--- src/rtl/alu_exec_unit.sv ---
// rtl/alu_exec_unit.sv - multi-cycle ALU: iterative shifter, optional shift-add multiplier (ALU_MUL_EN)
module alu_exec_unit #(
    parameter int WIDTH = 8,
    parameter int SHW   = $clog2(WIDTH)
) (
    input  logic             clk,
    input  logic             rst_n,
    input  logic             in_valid,
    output logic             in_ready,
    input  logic [1:0]       op,
    input  logic [3:0]       func,
    input  logic [WIDTH-1:0] a,
    input  logic [WIDTH-1:0] b,
    output logic             out_valid,
    input  logic             out_ready,
    output logic [WIDTH-1:0] result,
    output logic [WIDTH-1:0] hi,
    output logic             flag_z,
    output logic             flag_n,
    output logic             flag_c,
    output logic             flag_v,
    output logic             err
);
    localparam int CW = SHW + 1;

    typedef enum logic [2:0] {S_IDLE, S_EXEC, S_SHIFT, S_MUL, S_DONE} state_t;
    typedef enum logic [3:0] {K_ADD, K_SUB, K_AND, K_OR, K_XOR, K_LLS, K_LRS, K_MUL, K_ILL} kind_t;

    function automatic kind_t decode(input logic [1:0] o, input logic [3:0] f);
        kind_t k;
        k = K_ILL;
        case (o)
            2'b00: k = K_ADD;
            2'b01: k = K_SUB;
            2'b10: begin
                case (f)
                    4'b0000: k = K_ADD;
                    4'b1000: k = K_SUB;
                    4'b0111: k = K_AND;
                    4'b0110: k = K_OR;
                    4'b0100: k = K_XOR;
                    4'b0001: k = K_LLS;
                    4'b0101: k = K_LRS;
`ifdef ALU_MUL_EN
                    4'b0010: k = K_MUL;
`endif
                    default: k = K_ILL;
                endcase
            end
            default: k = K_ILL;
        endcase
        return k;
    endfunction

    state_t           state_q;
    kind_t            kind_q;
    kind_t            in_kind;
    logic [WIDTH-1:0] a_q, b_q, work_q;
    logic [CW-1:0]    cnt_q;
    logic [WIDTH-1:0] result_q;
    logic             z_q, n_q, c_q, v_q, err_q, out_valid_q;

    logic [WIDTH:0]   sum, diff;
    logic [WIDTH-1:0] sh_next, fin_res;
    logic             sh_out, fin_c, fin_v, fin_err;
    logic [SHW-1:0]   in_amt;

    assign in_kind = decode(op, func);
    assign in_amt  = b[SHW-1:0];
    assign sum     = {1'b0, a_q} + {1'b0, b_q};
    assign diff    = {1'b0, a_q} - {1'b0, b_q};
    assign sh_next = (kind_q == K_LLS) ? {work_q[WIDTH-2:0], 1'b0} : {1'b0, work_q[WIDTH-1:1]};
    assign sh_out  = (kind_q == K_LLS) ? work_q[WIDTH-1] : work_q[0];

`ifdef ALU_MUL_EN
    logic [WIDTH-1:0] acc_q, mpl_q, hi_q, fin_hi;
    logic [WIDTH:0]   mul_sum;
    assign mul_sum = {1'b0, acc_q} + (mpl_q[0] ? {1'b0, a_q} : '0);
    assign hi      = hi_q;
`else
    assign hi      = '0;
`endif

    // Value that will be committed to the output registers when DONE is entered
    always_comb begin
        fin_res = '0;
        fin_c   = 1'b0;
        fin_v   = 1'b0;
        fin_err = 1'b0;
`ifdef ALU_MUL_EN
        fin_hi  = '0;
`endif
        case (state_q)
            S_SHIFT: begin
                fin_res = sh_next;
                fin_c   = sh_out;
            end
`ifdef ALU_MUL_EN
            S_MUL: begin
                fin_res = {mul_sum[0], mpl_q[WIDTH-1:1]};
                fin_hi  = mul_sum[WIDTH:1];
                fin_c   = (mul_sum[WIDTH:1] != '0);
            end
`endif
            default: begin
                case (kind_q)
                    K_ADD: begin
                        fin_res = sum[WIDTH-1:0];
                        fin_c   = sum[WIDTH];
                        fin_v   = (a_q[WIDTH-1] == b_q[WIDTH-1]) && (sum[WIDTH-1] != a_q[WIDTH-1]);
                    end
                    K_SUB: begin
                        fin_res = diff[WIDTH-1:0];
                        fin_c   = diff[WIDTH];
                        fin_v   = (a_q[WIDTH-1] != b_q[WIDTH-1]) && (diff[WIDTH-1] != a_q[WIDTH-1]);
                    end
                    K_AND:        fin_res = a_q & b_q;
                    K_OR:         fin_res = a_q | b_q;
                    K_XOR:        fin_res = a_q ^ b_q;
                    K_LLS, K_LRS: fin_res = a_q;   // zero shift amount
                    default:      fin_err = 1'b1;
                endcase
            end
        endcase
    end

    // Control FSM with registered result, flags and handshake outputs
    always_ff @(posedge clk or negedge rst_n) begin
        if (!rst_n) begin
            state_q     <= S_IDLE;
            kind_q      <= K_ADD;
            a_q         <= '0;
            b_q         <= '0;
            work_q      <= '0;
            cnt_q       <= '0;
            result_q    <= '0;
            z_q         <= 1'b0;
            n_q         <= 1'b0;
            c_q         <= 1'b0;
            v_q         <= 1'b0;
            err_q       <= 1'b0;
            out_valid_q <= 1'b0;
`ifdef ALU_MUL_EN
            acc_q       <= '0;
            mpl_q       <= '0;
            hi_q        <= '0;
`endif
        end else begin
            case (state_q)
                S_IDLE: begin
                    if (in_valid) begin
                        kind_q <= in_kind;
                        a_q    <= a;
                        b_q    <= b;
                        work_q <= a;
                        cnt_q  <= CW'(in_amt);
`ifdef ALU_MUL_EN
                        acc_q  <= '0;
                        mpl_q  <= b;
`endif
                        if ((in_kind == K_LLS || in_kind == K_LRS) && in_amt != '0) begin
                            state_q <= S_SHIFT;
                        end else if (in_kind == K_MUL) begin
                            cnt_q   <= CW'(WIDTH);
                            state_q <= S_MUL;
                        end else begin
                            state_q <= S_EXEC;
                        end
                    end
                end
                S_SHIFT, S_MUL, S_EXEC: begin
                    work_q <= sh_next;
                    cnt_q  <= cnt_q - 1'b1;
`ifdef ALU_MUL_EN
                    acc_q  <= mul_sum[WIDTH:1];
                    mpl_q  <= {mul_sum[0], mpl_q[WIDTH-1:1]};
`endif
                    if (state_q == S_EXEC || cnt_q == CW'(1)) begin
                        result_q    <= fin_res;
                        z_q         <= (fin_res == '0);
                        n_q         <= fin_res[WIDTH-1];
                        c_q         <= fin_c;
                        v_q         <= fin_v;
                        err_q       <= fin_err;
`ifdef ALU_MUL_EN
                        hi_q        <= fin_hi;
`endif
                        out_valid_q <= 1'b1;
                        state_q     <= S_DONE;
                    end
                end
                S_DONE: begin
                    if (out_ready) begin
                        out_valid_q <= 1'b0;
                        state_q     <= S_IDLE;
                    end
                end
                default: state_q <= S_IDLE;
            endcase
        end
    end

    assign in_ready  = (state_q == S_IDLE);
    assign out_valid = out_valid_q;
    assign result    = result_q;
    assign flag_z    = z_q;
    assign flag_n    = n_q;
    assign flag_c    = c_q;
    assign flag_v    = v_q;
    assign err       = err_q;
endmodule

--- config.mk ---
export PLATFORM = sky130hd
export DESIGN_NAME = alu_exec_unit
export DESIGN_NICKNAME = d
export VERILOG_FILES = /design/src/rtl/alu_exec_unit.sv
export SDC_FILE = /design/constraint.sdc
export NUM_CORES = 1
export LEC_CHECK = 0
export ABC_AREA = 1
export CORE_ASPECT_RATIO = 1.25
export CORE_MARGIN = 2
export CORE_UTILIZATION = 50
export DETAILED_ROUTE_END_ITERATION = 12
export PLACE_DENSITY = 0.81
export RECOVER_POWER = 50
export SLEW_MARGIN = 20
export SYNTH_ARGS = -nofsm -noshare
export SYNTH_HDL_FRONTEND = slang
export SYNTH_SLANG_ARGS = --single-unit
--- constraint.sdc ---
create_clock -name clk -period 1.9 [get_ports clk]
set_clock_uncertainty 0.15 [all_clocks]
set_input_delay 0.475 -clock clk [delete_from_list [all_inputs] [get_ports clk]]
set_output_delay 0.475 -clock clk [all_outputs]
set_load 0.01 [all_outputs]
## Word-level counts from Yosys, hierarchy flattened

Cells that the tools add are included.

- Multipliers: 0
- $lt $le $gt $ge: 0
- Reduce and logical (&&, ||, !) cells: 21
- Divide/modulo/power cells: 0
- Multiplexer cells: 27
- Shift-type cells: 0
- $add $sub $neg: 3
- Equality and inequality tests: 29
- Bitwise gates (word level): 3

Operator list:

| kind | count |
|---|---|
| 8-bit case mux with 6 select lines | 1 |
| 4-bit by 3-bit equality test with 1-bit output (second input constant) | 10 |
| 4-bit case mux with 7 select lines | 1 |
| 8-bit 2-to-1 mux | 3 |
| 8-bit case mux with 2 select lines | 1 |
| 4-bit by 1-bit equality test with 1-bit output (second input constant) | 3 |
| 4-bit 2-to-1 mux | 3 |
| 4-bit case mux with 3 select lines | 1 |
| 8-bit by 8-bit adder with 9-bit output | 1 |
| 3-bit 2-to-1 mux | 3 |
| 3-bit case mux with 3 select lines | 1 |
| 8-bit by 8-bit subtractor with 9-bit output | 1 |
| 8-bit bitwise AND | 1 |
| 4-bit by 2-bit equality test with 1-bit output (second input constant) | 2 |
| 4-bit zero test | 2 |
| 8-bit zero test | 1 |
| 8-bit OR | 1 |
| 4-bit case mux with 2 select lines | 1 |
| 8-bit bitwise XOR | 1 |
| 1-bit 2-to-1 mux | 7 |
| 7-bit OR reduction | 1 |
| 3-bit by 2-bit equality test with 1-bit output (second input constant) | 2 |
| 2-bit != test (second input constant) | 3 |
| 1-bit case mux with 2 select lines | 3 |
| other kinds (19) | 29 |

- Input port bits: 26
- Flip-flop bits (word level): 49
- Bits in writable memories: 0
- Output and inout port bits: 23
- Memories kept: 0
- Latch bits: 0
- ROM bits: 0
- Word-level logic and storage cells: 96

## Depth between registers and ports, before layout

- Word-level depth: 9
- Gate-level depth with buffers: 17
- Mapped depth without buffers: 16

## Worst setup path before layout

Ideal clock, no wire load.

- Path kind: reg-to-reg
- From: register b_q[0]
- To: register z_q (netlist: flag_z)
- Buffers on the path: 0
- Stages on the path, launching flop included: 14
- Clock period less this slack: 2.011 ns
- Setup slack: -0.111 ns
- Library setup time: 0.065 ns
- Data arrival time: 1.796 ns
- Required time: 1.685 ns
- Cell sequence: dfrtp_1 ha_1 fa_1 nor2_1 nor2_1 nand2_1 nand2_1 nor2_1 nand2_1 a21oi_1 nand3_1 nor2_1 nand4_1 nand2_1

- Word-level cells in the longest chain between the ends: 4
- Elaborated cells between the ends (all ways): 8
- Those cells by class: 2 x add/sub; 2 x mux; 3 x bitwise; 1 x reduce/logical

RTL lines:

| element | line | text |
|---|---|---|
| start, declared | 58 | `logic [WIDTH-1:0] a_q, b_q, work_q;` |
| start signal, assigned | 133 | `b_q <= '0;` |
| start signal, assigned | 154 | `b_q <= b;` |
| 8-bit by 8-bit subtractor with 9-bit output (tied with other cells) | 71 | `assign diff = {1'b0, a_q} - {1'b0, b_q};` |
| 8-bit case mux with 6 select lines (*) | 106 | `case (kind_q)` |
| 8-bit 2-to-1 mux (*) | 93 | `case (state_q)` |
| 8-bit zero test (*) | 180 | `z_q <= (fin_res == '0);` |
| end signal, assigned | 180 |  |
| end, declared | 61 | `logic z_q, n_q, c_q, v_q, err_q, out_valid_q;` |

Every way passes the cells marked *; elsewhere a longest branch is shown, timed or not.
A chain may end at the register's enable or synchronous reset.

## Worst setup path after layout

- From: register b_q[0]
- To: register c_q (netlist: flag_c)

- Word-level cells in the longest chain between the ends: 3
- Elaborated cells between the ends (all ways): 4
- Those cells by class: 2 x add/sub; 2 x mux

RTL lines:

| element | line | text |
|---|---|---|
| 8-bit by 8-bit subtractor with 9-bit output or 8-bit by 8-bit adder with 9-bit output (tied branches) | 71, 70 |  |
| 1-bit case mux with 2 select lines (*) | 106 |  |
| 1-bit 2-to-1 mux (*) | 93 |  |
| end signal, assigned | 182 | `c_q <= fin_c;` |
| end, declared | 61 |  |

Marks and branches as above.

==> reports/metrics.yaml <==
rr_worst_depth: 13
hold_path.class: "register to register"
status: "complete, but fails checks"
violations: "setup timing"
synth_most_common_cell: "nand2_1"
fin_util_pct: 71.2
required_ps: 1950
synth_ff_type: "dfrtp_1"
min_from: "out_valid"
finalCriticalPeriod_ps: 2260
end_kind: "register"
period_share_pct: 119
layout_setup_ws_ps: -360
clk_latency_ps: 310
setup.worst_path.start_class: "register"
postPlaceCellArea_mm2: 0.00476
max_stage_delay_ps: 420
clock_path_buffers: 2
drc: 0
syn-cell-area_mm2: 0.00371
cts-root-buf: "clkbuf_8"
wl_per_cell_um: 15.3
place_hpwl_mm: 8.62
area.growth.synth_to_final_pct: 39.3
cts_made_buffers: 5
dr.pass1.iters: 5
power_switching_mw: 5.12
crit_start: "b_q[0]"
ys_top_cells_by_area: "dfrtp_1 32%, nand2_1 13%, ha_1 9.1%"
p_clk_share_pct: 6.5
r2r_end: "flag_c"
tritoncts: "built"
design.die.area_mm2: 0.00814
grtUsageTotal_pct: 29.2
grt_pass1_vias: 4081
regToRegSetupSlack_ps: -360
synth_area_leader_cell: "dfrtp_1"
port_buffers: 40
fmaxAchievable_mhz: 443
setup_viol: 11
cp.arrival_ps: 2310
ant_nets: 0
drt-initial-drc-count: 226
die_y_um: 100
synth_cells: 536
power.density_mw_per_mm2: 2040
ys_seq_area_share_pct: 32.3
antenna_found_initial: 0
insertedDiodeCount: 0
cp-endpoint: "flag_c"
path_class: "register to register"
rsz0062_at_grt: "true"
slew_violations: 0
gp_congestion: 0.938
grt_pass1_wl_mm: 18.4
core_mm2: 0.00727
yosysWarnings: 0
vias_per_cell: 5.40
cp_cell_sequence: "ha_2 > fa_2 > buf_6 > buf_6 > nand2_4 > nand3_4 > buf_6 > a21oi_2 > o21bai_1 > nand2_1 > nand2_1 > nand2_1 > a31oi_1"
p_leak_nw: 2.60
power_frac_comb_pct: 76.1
design_area_mm2: 0.00517
fp-row-count: 35
die_w_um: 81.1
final_nets: 706
num_io_pins: 49
power_frac_seq_pct: 17.4
ir_worst_vdd_uv: 925
drv_cap: 0
clkSlewWorstSetupHoldPaths_ps: 100
drive_gt1_share_pct: 27.1
grt_max_degree: 32
ys_async_sr_fraction_pct: 100
initial_core_util_pct: 51.1
hold_viol_final: 0
vias: 4014
cts.sinks: 48
cp_max_fo: 3
p_int_mw: 5.44
crit_slowest_cell: "dfrtp_1"
avgSynthCellArea_um2: 6.93
synth_top_area_share_pct: 32.3
h-tree-depth: 2
p_sw_share_pct: 48.5
synth_commonest_cells: "132 x nand2_1, 74 x inv_1, 51 x nor2_1, 51 x o21ai_0, 48 x dfrtp_1"
synth_seq_cells: 48
yosysUniqueCellTypes: 37
worstReg2RegStart: "b_q[0]"
synth-edff-count: 0
wl_mm: 11.4
grt_overflow_total: 0
area by class of cell:
| cell class | instances | area [um^2] |
|---|---|---|
| Multi-Input combinational cell | 391 | 2360 |
| Clock inverter | 2 | 15.0 |
| Fill cell | 606 | 2090 |
| Tap cell | 92 | 115 |
| Inverter | 79 | 299 |
| Timing Repair Buffer | 126 | 1100 |
| Sequential cell | 48 | 1200 |
| Clock buffer | 6 | 82.6 |
metal layers:
| metal | wire, um | global-route usage [%] | vias to the layer above |
|---|---|---|---|
| met5 | 0 | 0 | - |
| met4 | 620 | 16.4 | 0 |
| met3 | 545 | 3.96 | 45 |
| met2 | 5770 | 51.2 | 160 |
| met1 | 4450 | 33.5 | 1863 |
| li1 | - | - | 1946 |
power groups by stage:
stage / Clock [mW] / Sequential, mW / Combinational [mW]
global placement: 0 / 1.80 / 6.66
global route: 0.733 / 1.89 / 8.85
detailed placement: 0 / 1.85 / 6.85
finish: 0.684 / 1.84 / 8.04
CTS: 0.689 / 1.83 / 7.29
floorplan: 0 / 1.89 / 3.98
logic make-up after synthesis:
family                   Yosys count  synth area share [%]
AO/OA/AOI/OAI                    100                  15.4
XOR/XNOR                           4                 0.943
adder cells (fa/ha/maj)           29                  10.2
buffers and inverters            104                  12.3
flip-flops                        48                  32.3
other                              1                 0.101
AND/OR/NAND/NOR                  250                  28.7
registers in the layout, summed over array words and instances (netlist names):
register and count:
flag_c 1, a_q 8, flag_v 1, kind_q 4, result 8, work_q 8
state_q 3, err 1, cnt_q 4, b_q 8, flag_z 1, out_valid 1
layout by cell type (no fill, tap or decap), types with 8 or more instances in the layout:
master | Yosys | final
a21oi_1 | 14 | 9
a31oi_1 | 8 | 8
buf_4 | 9 | 74
clkdlybuf4s50_1 | 0 | 37
conb_1 | 1 | 8
dfrtp_1 | 48 | 47
ha_1 | 27 | 15
inv_1 | 74 | 63
inv_2 | 5 | 15
nand2_1 | 132 | 120
nand2_2 | 2 | 10
nand3_1 | 46 | 35
nand3_2 | 0 | 8
nor2_1 | 51 | 45
nor2_2 | 6 | 11
o21ai_0 | 51 | 47
o22ai_1 | 10 | 10
what timing repair did:
| action | in CTS | in global routing |
|---|---|---|
| endpoints found under the hold margin | 17 | 0 |
| buffers inserted | 4 | 4 |
| pin swaps | 9 | 16 |
| resized for setup | 36 | 43 |
| endpoints found under the setup margin | 11 | 17 |
| hold buffers | 1 | 0 |
worst min-delay path by stage:
stage	endpoint	slack (ps)	cells past startpoint
6_report	out_valid	340	2
3_3_place_gp	result[3]	300	1
2_1_floorplan	a_q[0]	30	0
4_1_cts	out_valid	340	2
5_1_grt	out_valid	360	2
3_5_place_dp	result[5]	310	1
metrics by stage:
stage	power, mW	setup TNS [ps]	setup WS [ps]	cells	hold slack (ps)
final	10.6	-2280	-360	744	338
after global routing	11.5	-3510	-485	744	359
after CTS	9.82	-1410	-276	740	341
after detailed placement	8.69	-3190	-311	727	307
after global placement	8.46	-1860	-243	727	297
after floorplan	5.88	-10.5	-10.5	543	29.4
worst max-delay path, delay by kind of cell (launching register included):
kind	cells	cell delay [ps]
AOI/OAI and AO/OA	3	280
adders and majority gates	2	570
DFF	1	420
and+or+nand+nor	5	340
buffers and inverters	3	390
No activity file was read; power rests on OpenSTA's default activity.
